File: config.mk
export PLATFORM = sky130hd
export DESIGN_NAME = nibble_serial_adder
export DESIGN_NICKNAME = d
export VERILOG_FILES = /design/src/rtl/nibble_serial_pkg.sv /design/src/rtl/nibble_add_4.sv /design/src/rtl/nibble_serial_adder.sv
export SDC_FILE = /design/constraint.sdc
export NUM_CORES = 1
export LEC_CHECK = 0
export ABC_CLOCK_PERIOD_IN_PS = 4800
export CAP_MARGIN = 0
export CORE_UTILIZATION = 53
export DETAILED_ROUTE_END_ITERATION = 10
export PLACE_DENSITY = 0.94
export SLEW_MARGIN = 5
export SYNTH_ARGS = -nofsm -noshare
export SYNTH_HDL_FRONTEND = slang
export SYNTH_SLANG_ARGS = --single-unit
File: constraint.sdc
create_clock -name clk -period 4.8 [get_ports clk]
set_clock_uncertainty 0.2 [all_clocks]
set_input_delay 0.48 -clock clk [delete_from_list [all_inputs] [get_ports clk]]
set_output_delay 0.48 -clock clk [all_outputs]
set_load 0.03 [all_outputs]
File: src/rtl/nibble_serial_pkg.sv
`default_nettype none
// ============================================================================
//  Module   : nibble_serial_pkg
//  Purpose  : Shared constants and FSM state type for the nibble-serial adder.
//  Revision : 1.0 - initial release
// ============================================================================
package nibble_serial_pkg;

    // Width of one serial slice
    localparam int NIBBLE_W = 4;

    // Controller states; encodings are fixed so they stay stable across builds
    typedef enum logic [1:0] {
        ST_IDLE = 2'd0,
        ST_RUN  = 2'd1,
        ST_DONE = 2'd2
    } state_t;

    // Number of serial steps needed for an operand of the given width
    function automatic int nibbles_for(input int width);
        return width / NIBBLE_W;
    endfunction

endpackage
`default_nettype wire

File: src/rtl/nibble_add_4.sv
`default_nettype none
// ============================================================================
//  Module   : nibble_add_4
//  Purpose  : Combinational 4-bit adder slice. Besides the sum and carry out
//             it exposes the carry into bit 3, so the caller can derive
//             two's-complement overflow for the top nibble.
//  Revision : 1.0 - initial release
// ============================================================================
module nibble_add_4
    import nibble_serial_pkg::*;
(
    input  logic [NIBBLE_W-1:0] a,
    input  logic [NIBBLE_W-1:0] b,
    input  logic                carry_in,
    output logic [NIBBLE_W-1:0] sum,
    output logic                carry_out,
    output logic                carry_msb
);

    logic [NIBBLE_W:0]   full_sum;
    logic [NIBBLE_W-1:0] low_sum;

    // Full 5-bit sum plus a 3-bit partial sum whose top bit is the carry into bit 3
    always_comb begin
        full_sum  = {1'b0, a} + {1'b0, b} + {{NIBBLE_W{1'b0}}, carry_in};
        low_sum   = {1'b0, a[NIBBLE_W-2:0]} + {1'b0, b[NIBBLE_W-2:0]}
                  + {{(NIBBLE_W-1){1'b0}}, carry_in};
        sum       = full_sum[NIBBLE_W-1:0];
        carry_out = full_sum[NIBBLE_W];
        carry_msb = low_sum[NIBBLE_W-1];
    end

endmodule
`default_nettype wire

File: src/rtl/nibble_serial_adder.sv
`default_nettype none
// ============================================================================
//  Module   : nibble_serial_adder
//  Purpose  : Adds two WIDTH-bit operands one nibble per clock, LSB nibble
//             first, through a single 4-bit adder slice. Valid/ready
//             handshake on both input and output. WIDTH must be a multiple
//             of 4 and at least 8.
//  Options  : NSA_OVERFLOW_FLAG_EN - adds the 'overflow' output
//             (two's-complement overflow of the full-width add).
//  Revision : 1.0 - initial release
// ============================================================================
module nibble_serial_adder
    import nibble_serial_pkg::*;
#(
    parameter int WIDTH = 16
)(
    input  logic             clk,
    input  logic             reset,
    input  logic             in_valid,
    output logic             in_ready,
    input  logic [WIDTH-1:0] a,
    input  logic [WIDTH-1:0] b,
    input  logic             carry_in,
    output logic             out_valid,
    input  logic             out_ready,
    output logic [WIDTH-1:0] sum,
    output logic             carry_out
`ifdef NSA_OVERFLOW_FLAG_EN
    ,
    output logic             overflow
`endif
);

    localparam int                NIBBLES    = nibbles_for(WIDTH);
    localparam int                CNT_W      = $clog2(NIBBLES);
    localparam logic [CNT_W-1:0]  LAST_COUNT = CNT_W'(NIBBLES - 1);

    state_t              state;
    state_t              state_next;
    logic [CNT_W-1:0]    count;
    logic                carry;
    logic [WIDTH-1:0]    a_sh;
    logic [WIDTH-1:0]    b_sh;

    logic                accept;
    logic                running;
    logic                last_step;
    logic [NIBBLE_W-1:0] nib_sum;
    logic                nib_cout;
`ifdef NSA_OVERFLOW_FLAG_EN
    logic                nib_cmsb;
`endif

    assign in_ready  = (state == ST_IDLE);
    assign out_valid = (state == ST_DONE);
    assign accept    = in_valid && in_ready;
    assign running   = (state == ST_RUN);
    assign last_step = (count == LAST_COUNT);

    // The one shared slice always sees the current low nibbles and the carry flop
    nibble_add_4 u_add (
        .a         (a_sh[NIBBLE_W-1:0]),
        .b         (b_sh[NIBBLE_W-1:0]),
        .carry_in  (carry),
        .sum       (nib_sum),
        .carry_out (nib_cout),
`ifdef NSA_OVERFLOW_FLAG_EN
        .carry_msb (nib_cmsb)
`else
        .carry_msb ()
`endif
    );

    // State register
    always_ff @(posedge clk or posedge reset) begin
        if (reset) begin
            state <= ST_IDLE;
        end else begin
            state <= state_next;
        end
    end

    // Next-state decode; operands are only looked at while idle
    always_comb begin
        state_next = state;
        case (state)
            ST_IDLE: if (accept)               state_next = ST_RUN;
            ST_RUN:  if (last_step)            state_next = ST_DONE;
            ST_DONE: if (out_valid && out_ready) state_next = ST_IDLE;
            default:                           state_next = ST_IDLE;
        endcase
    end

    // Operand capture and serial datapath; sum/carry_out hold once RUN ends
    always_ff @(posedge clk or posedge reset) begin
        if (reset) begin
            a_sh      <= '0;
            b_sh      <= '0;
            carry     <= 1'b0;
            count     <= '0;
            sum       <= '0;
            carry_out <= 1'b0;
        end else if (accept) begin
            a_sh  <= a;
            b_sh  <= b;
            carry <= carry_in;
            count <= '0;
        end else if (running) begin
            // New nibble enters at the top, so after NIBBLES steps nibble 0 sits at the bottom
            sum   <= {nib_sum, sum[WIDTH-1:NIBBLE_W]};
            carry <= nib_cout;
            a_sh  <= a_sh >> NIBBLE_W;
            b_sh  <= b_sh >> NIBBLE_W;
            count <= count + CNT_W'(1);
            if (last_step) begin
                carry_out <= nib_cout;
            end
        end
    end

`ifdef NSA_OVERFLOW_FLAG_EN
    // Overflow comes from the top nibble: carry into MSB differs from carry out of MSB
    always_ff @(posedge clk or posedge reset) begin
        if (reset) begin
            overflow <= 1'b0;
        end else if (running && last_step) begin
            overflow <= nib_cmsb ^ nib_cout;
        end
    end
`endif

endmodule
`default_nettype wire

==> metrics.md, run 1 <==
| Metric | Value |
|---|---|
| Outcome | `finished, final reports clean` |
| CTS tree | `done` |
| N_diodes | `0` |
| Initial core utilization | `55.54%` |
| HPWL Detailed | `3358 µm` |
| Setup crit start kind | `register` |
| Number of failing setup endpoints in the final timing report | `0` |
| Vias per cell | `5.652` |
| CP max stage delay | `0.93 ns` |
| Post-CTS setup repair buffer count | `0` |
| Distinct cells, synth | `30` |
| Standard cell area after detailed placement | `2963 µm²` |
| Number of register bits inferred by synthesis | `54` |
| Data arrival, critical path | `2.18 ns` |
| Crit-path leading delay family | `flip-flops` |
| Routed length per instance | `14.71 µm` |
| Clock edge transition at the registers on the reported setup and hold paths | `0.09 ns` |
| IR drop worst, VDD | `0.0003192 V` |
| Overall die height | `69.78 µm` |
| Count of standard-cell rows | `24` |
| Reported max-cap violation count | `0` |
| Endpoints failing hold | `0` |
| CTS Hold Buffers Added | `0` |
| Post-cts repair resize count | `0` |
| Type of the tightest min-delay check | `reg2reg` |
| Finished layout cell area | `3072 µm²` |
| First-pass iteration count of the detailed router | `5` |
| Number of antenna violations at the first check in global routing | `0` |
| Total negative slack | `0 ns` |
| Number of buffers between clock root and the deepest sink | `2` |
| Synth-to-layout area growth | `26.16%` |
| GRT Total Usage | `22.87%` |
| Leading post-synthesis cells by cell area | `dfrtp_1 (55%), nand2_1 (9.7%), a22oi_1 (7.4%), o21ai_0 (5.5%), a22o_1 (3.6%)` |
| Total area of multi-input combinational cells | `958.4 µm²` |
| Footprint of the flip-flops and latches | `1351 µm²` |
| Layout net count | `329` |
| Post-synth top area share | `55.50%` |
| Largest net degree at the start of global routing | `55` |
| Io pins | `56` |
| Worst Setup End Kind | `output port` |
| GRT Residual Overflow | `0` |
| Iteration-0 DRC Markers | `136` |
| Sequential share of the synthesized area | `55.50%` |
| Total power | `1988 µW` |
| Setup repair after global routing missed its margin | `false` |
| Cell chain of the critical path | `nor2b_1 > clkdlybuf4s50_1` |
| Critical-path cell with the highest stage delay | `dfrtp_1` |
| Max-slew headroom at the worst pin | `20.64%` |
| Count of buffering cells on the critical path with inverters included | `1` |
| Wire length of the first global-routing pass | `8721 µm` |
| Clock Sinks | `54` |
| Die W | `69.78 µm` |
| Number of buffers created by CTS | `5` |
| Largest driver fanout on the critical path | `33` |
| Yosys warning total | `0` |
| Most area-hungry cell type in the Yosys netlist | `dfrtp_1` |
| Leakage power figure | `0.001367 µW` |
| P per Cell Area | `647.1 nW/µm²` |
| Number of levels in the clock H-tree | `2` |
| Number of fillers in the final layout | `316` |
| Total Routed Length | `4986 µm` |
| Critical Setup Path Class | `reg2out` |
| Max frequency | `350.1 MHz` |
| Critical path data required time | `4.12 ns` |
| Fraction of final layout cells sized beyond drive strength 1 | `5.226%` |
| Final critical-path share of the clock period | `59.51%` |
| Syn Nets | `282` |
| Number of instances in the synthesized netlist | `239` |
| Min Clock Period, post-route | `2.857 ns` |
| Area of the core | `4384 µm²` |
| Worst-Skew Late Latency | `0.31 ns` |
| Final GP Congestion | `0.7950` |
| Clk root buf | `clkbuf_8` |
| Count of buffers inserted at the top-level ports | `55` |
| Utilization after layout | `70.06%` |
| Vias | `1916` |
| Via count of the first global-routing pass | `1960` |
| Count of final max-slew check failures | `0` |
| Worst-Margin Slew | `1.190 ns` |
| Count of nets left with antenna violations after detail routing | `0` |
| Die Outline Area | `4869 µm²` |
| Remaining routing DRC violations | `0` |
| Syn avg cell area | `10.19 µm²` |
| Post-Syn Area | `2435 µm²` |
-- state kept, by name, summed over array words and instances, names as in the netlist --
signal	cells
a_sh	16
sum	16
carry	1
b_sh	16
count	2
state	2
carry_out	1
-- cell usage after synthesis --
library cell and number:
nor2b_1 5, o21bai_2 1, a2bb2oi_1 1, ha_1 4, or3_1 1, a21oi_1 6
and2b_1 1, clkbuf_1 4, nand2_1 63, xor2_1 1, nor4bb_1 2, and2b_4 1
nand2b_1 2, a22o_1 10, a221oi_2 1, buf_2 7, dfrtp_1 54, fa_1 2
buf_4 4, buf_6 2, o21ai_0 27, nor2b_4 1, o21ai_1 1, nor2_1 3
a31oi_1 1, o211ai_1 2, nand3b_1 1, a22oi_1 24, o2bb2ai_1 1, inv_1 6
-- worst register-to-register path, cell delays in order (launching register included) --
cell	delay [ns]
dfrtp_1	0.72
nand2b_1	0.64
or3_1	0.47
o211ai_1	0.17
-- final cells by class --
type	count	area share [%]
Sequential cell	54	43.99
Multi-Input combinational cell	162	31.20
Timing Repair Buffer	57	18.41
Clock buffer	5	2.240
Tap cell	52	2.118
Clock inverter	3	1.303
Inverter	6	0.7332
-- power by group --
part | leakage [µW] | switching (µW) | internal (µW)
logic | 0.000609 | 529 | 372
clock network | 0.0000579 | 142 | 154
registers | 0.000700 | 147 | 644
total | 0.00137 | 818 | 1170
-- metrics by stage --
stage / setup WS (ns) / instances / hold WS, ns
2_1_floorplan: 2.805 / 239 / 0.2502
3_3_place_gp: 2.298 / 331 / 0.2566
3_5_place_dp: 2.198 / 331 / 0.2705
4_1_cts: 1.944 / 339 / 0.2911
5_1_grt: 1.824 / 339 / 0.3065
6_report: 1.943 / 339 / 0.2832
-- placed cells by master, fill, tap and decap left out, types with 3 or more instances in the layout --
master / netlist / routed
o21ai_0: 27 / 27
clkbuf_8: 0 / 5
nand2_1: 63 / 63
ha_1: 4 / 4
dfrtp_1: 54 / 54
a22oi_1: 24 / 24
clkdlybuf4s50_1: 0 / 55
a22o_1: 10 / 10
nor2_1: 3 / 3
nor2b_1: 5 / 5
a21oi_1: 6 / 6
inv_1: 6 / 5
-- logic make-up (layout without fill, tap and decap cells) --
kind of cell,Yosys count,after routing,share of synthesized area [%]
simple gates,80,80,14.65
buf+inv,23,71,5.138
flops,54,54,55.50
xor+xnor,1,1,0.3598
compound gates,75,75,20.66
fa+ha+maj,6,6,3.700
-- worst paths after layout --
| check | from | end | slack [ns] | cells past startpoint |
|---|---|---|---|---|
| worst max-delay path | state[1] | out_valid | 1.94 | 2 |
| worst min-delay path | sum[2] | sum[2] | 0.28 | 2 |
| worst max register to register | state[1] | sum[15] | 2.53 | 3 |
| worst min register to register | sum[2] | sum[2] | 0.28 | 2 |
| max in group asynchronous | reset | b_sh[8] | 3.18 | 2 |
| min in group asynchronous | reset | sum[2] | 0.56 | 2 |
-- routing by layer --
metal	share of wire, %	track usage [%]
met1	41	28.97
met5	0	0
met3	5.9	5.087
met4	1.6	9.111
met2	52	38.14
Note: power is estimated with default switching activity, not from simulation.
==> run 2, diff against run 1 <==
Settings changed: ABC_CLOCK_PERIOD_IN_PS 4800 to 2750, CORE_UTILIZATION 53 to 50, PLACE_DENSITY 0.94 to 0.9.
Clock period 4.8 ns to 2.75 ns, I/O delays scaled along.
==> run 2 against run 1 <==
Cell count grew 2.1%; clock power grew 51%; sequential power grew 74%.
==> metrics.md, run 2 (synthesis results as in run 1) <==
| Metric | Value |
|---|---|
| Leakage power figure | `0.001382 µW (was 0.001367 µW)` |
| Initial core utilization | `51.89% (was 55.54%)` |
| Setup crit start kind | `register (unchanged)` |
| Clock Sinks | `54 (unchanged)` |
| Overall die height | `71.79 µm (was 69.78 µm)` |
| Worst Setup End Kind | `output port (unchanged)` |
| GRT Total Usage | `20.27% (was 22.87%)` |
| Registers with the most flip-flops | `a_sh x16, b_sh x16, sum x16 (unchanged)` |
| P per Cell Area | `1099 nW/µm² (was 647.1 nW/µm²)` |
| Largest driver fanout on the critical path | `21 (was 33)` |
| Worst hold slack after final layout | `0.2112 ns (was 0.2832 ns)` |
| Max frequency | `423.7 MHz` |
| Worst-Margin Slew | `1.177 ns (was 1.190 ns)` |
| Synth-to-layout area growth | `27.08% (was 26.16%)` |
| Utilization after layout | `65.95% (was 70.06%)` |
| Standard cell area after detailed placement | `3003 µm² (was 2963 µm²)` |
| Number of levels in the clock H-tree | `2 (unchanged)` |
| IR drop worst, VDD | `0.0005254 V (was 0.0003192 V)` |
| Post-route worst setup slack | `0.3897 ns (was 1.943 ns)` |
| Max-slew headroom at the worst pin | `21.47% (was 20.64%)` |
| First-pass iteration count of the detailed router | `4 (was 5)` |
| Type of the tightest min-delay check | `in2async (was reg2reg)` |
| Final critical-path share of the clock period | `85.83%` |
| Io pins | `56 (unchanged)` |
| Number of buffers created by CTS | `5 (unchanged)` |
| Reported max-cap violation count | `0 (unchanged)` |
| Count of final max-slew check failures | `0 (unchanged)` |
| N_diodes | `0 (unchanged)` |
| Post-CTS setup repair buffer count | `0 (unchanged)` |
| Most frequent cells in the layout | `nand2_1 (63), clkdlybuf4s50_1 (55), dfrtp_1 (54) (unchanged)` |
| Min Clock Period, post-route | `2.360 ns` |
| Count of standard-cell rows | `25 (was 24)` |
| Clock edge transition at the registers on the reported setup and hold paths | `0.09 ns (about the same)` |
| Setup repair after global routing missed its margin | `false (unchanged)` |
| Total negative slack | `0 ns (unchanged)` |
| Outcome | `finished, final reports clean (unchanged)` |
| Count of buffers inserted at the top-level ports | `55 (unchanged)` |
| Fraction of final layout cells sized beyond drive strength 1 | `6.507% (was 5.226%)` |
| CTS Hold Buffers Added | `0 (unchanged)` |
| Worst-Skew Late Latency | `0.30 ns (was 0.31 ns)` |
| Area of the core | `4692 µm² (was 4384 µm²)` |
| Number of antenna violations at the first check in global routing | `0 (unchanged)` |
| HPWL Detailed | `3453 µm (was 3358 µm)` |
| Endpoints failing hold | `0 (unchanged)` |
| Die Outline Area | `5153 µm² (was 4869 µm²)` |
| Critical Setup Path Class | `reg2out (unchanged)` |
| Critical path data required time | `2.28 ns (was 4.12 ns)` |
| Post-cts repair resize count | `0 (unchanged)` |
| Final GP Congestion | `0.8274 (was 0.7950)` |
| Number of failing setup endpoints in the final timing report | `0 (unchanged)` |
| Commonest non-fill, non-tap cell in the layout | `nand2_1 (unchanged)` |
| Count of nets left with antenna violations after detail routing | `0 (unchanged)` |
| Die W | `71.79 µm (was 69.78 µm)` |
| Number of buffers between clock root and the deepest sink | `2 (unchanged)` |
| Remaining routing DRC violations | `0 (unchanged)` |
| Largest net degree at the start of global routing | `38 (was 55)` |
| Iteration-0 DRC Markers | `115 (was 136)` |
| CTS tree | `done (unchanged)` |
| Via count of the first global-routing pass | `1900 (was 1960)` |
| Vias per cell | `5.532 (was 5.652)` |
| GRT Residual Overflow | `0 (unchanged)` |
| Placement-stage worst setup slack | `0.4279 ns (was 2.198 ns)` |
| Data arrival, critical path | `1.89 ns (was 2.18 ns)` |
| Routed length per instance | `13.70 µm (was 14.71 µm)` |
| Finished layout cell area | `3094 µm² (was 3072 µm²)` |
| Clk root buf | `clkbuf_8 (unchanged)` |
| Vias | `1914 (was 1916)` |
| Wire length of the first global-routing pass | `8114 µm (was 8721 µm)` |
| Layout net count | `334 (was 329)` |
| Total Routed Length | `4740 µm (was 4986 µm)` |
## run 2: final cells by class
| class | count | area [µm²] |
|---|---|---|
| clock buffers | 7 | 86.33 |
| clock inverters | 1 | 5.005 |
| fillers | 370 | 1598 |
| inverters | 6 | 22.52 |
| multi-input cells | 162 | 958.4 |
| flip-flops and latches | 54 | 1351 |
| well taps | 54 | 67.56 |
| repair buffers | 62 | 603.1 |
## run 2: path summary, 6_finish.rpt
kind / slack (ns) / cells past startpoint / from / end
min in group clk: 0.28 / 2 / sum[2] / sum[2]
setup reg to reg: 0.58 / 2 / state[0] / a_sh[12]
setup / recovery: 0.39 / 3 / state[1] / in_ready
max in group asynchronous: 1.50 / 3 / reset / b_sh[4]
hold reg to reg: 0.28 / 2 / sum[2] / sum[2]
hold / removal: 0.21 / 2 / reset / sum[2]
## run 2: report_power, final
group	switching [µW]	leakage, µW	internal, µW
clock network	242	0.0000482	203
registers	257	0.000700	1120
logic	902	0.000635	672
## run 2: through the flow
stage | power [µW] | instances
after detailed placement | 2979 | 338
after global routing | 3654 | 346
final | 3402 | 346
after floorplan | 2490 | 239
after global placement | 2924 | 338
after CTS | 3427 | 346
## run 2: layer usage
layer / up-vias / global-route usage [%] / share of wire [%]
met5: - / 0 / 0
met4: 0 / 8.279 / 1.5
li1: 930 / - / -
met2: 62 / 35.64 / 50
met1: 916 / 24.27 / 43
met3: 6 / 4.219 / 4.7
## run 2: worst max-delay path, cell delays in order, from the launching register on
cell and delay [ns]:
dfrtp_1 0.52, buf_4 0.27, nor2_1 0.10, clkdlybuf4s50_1 0.68
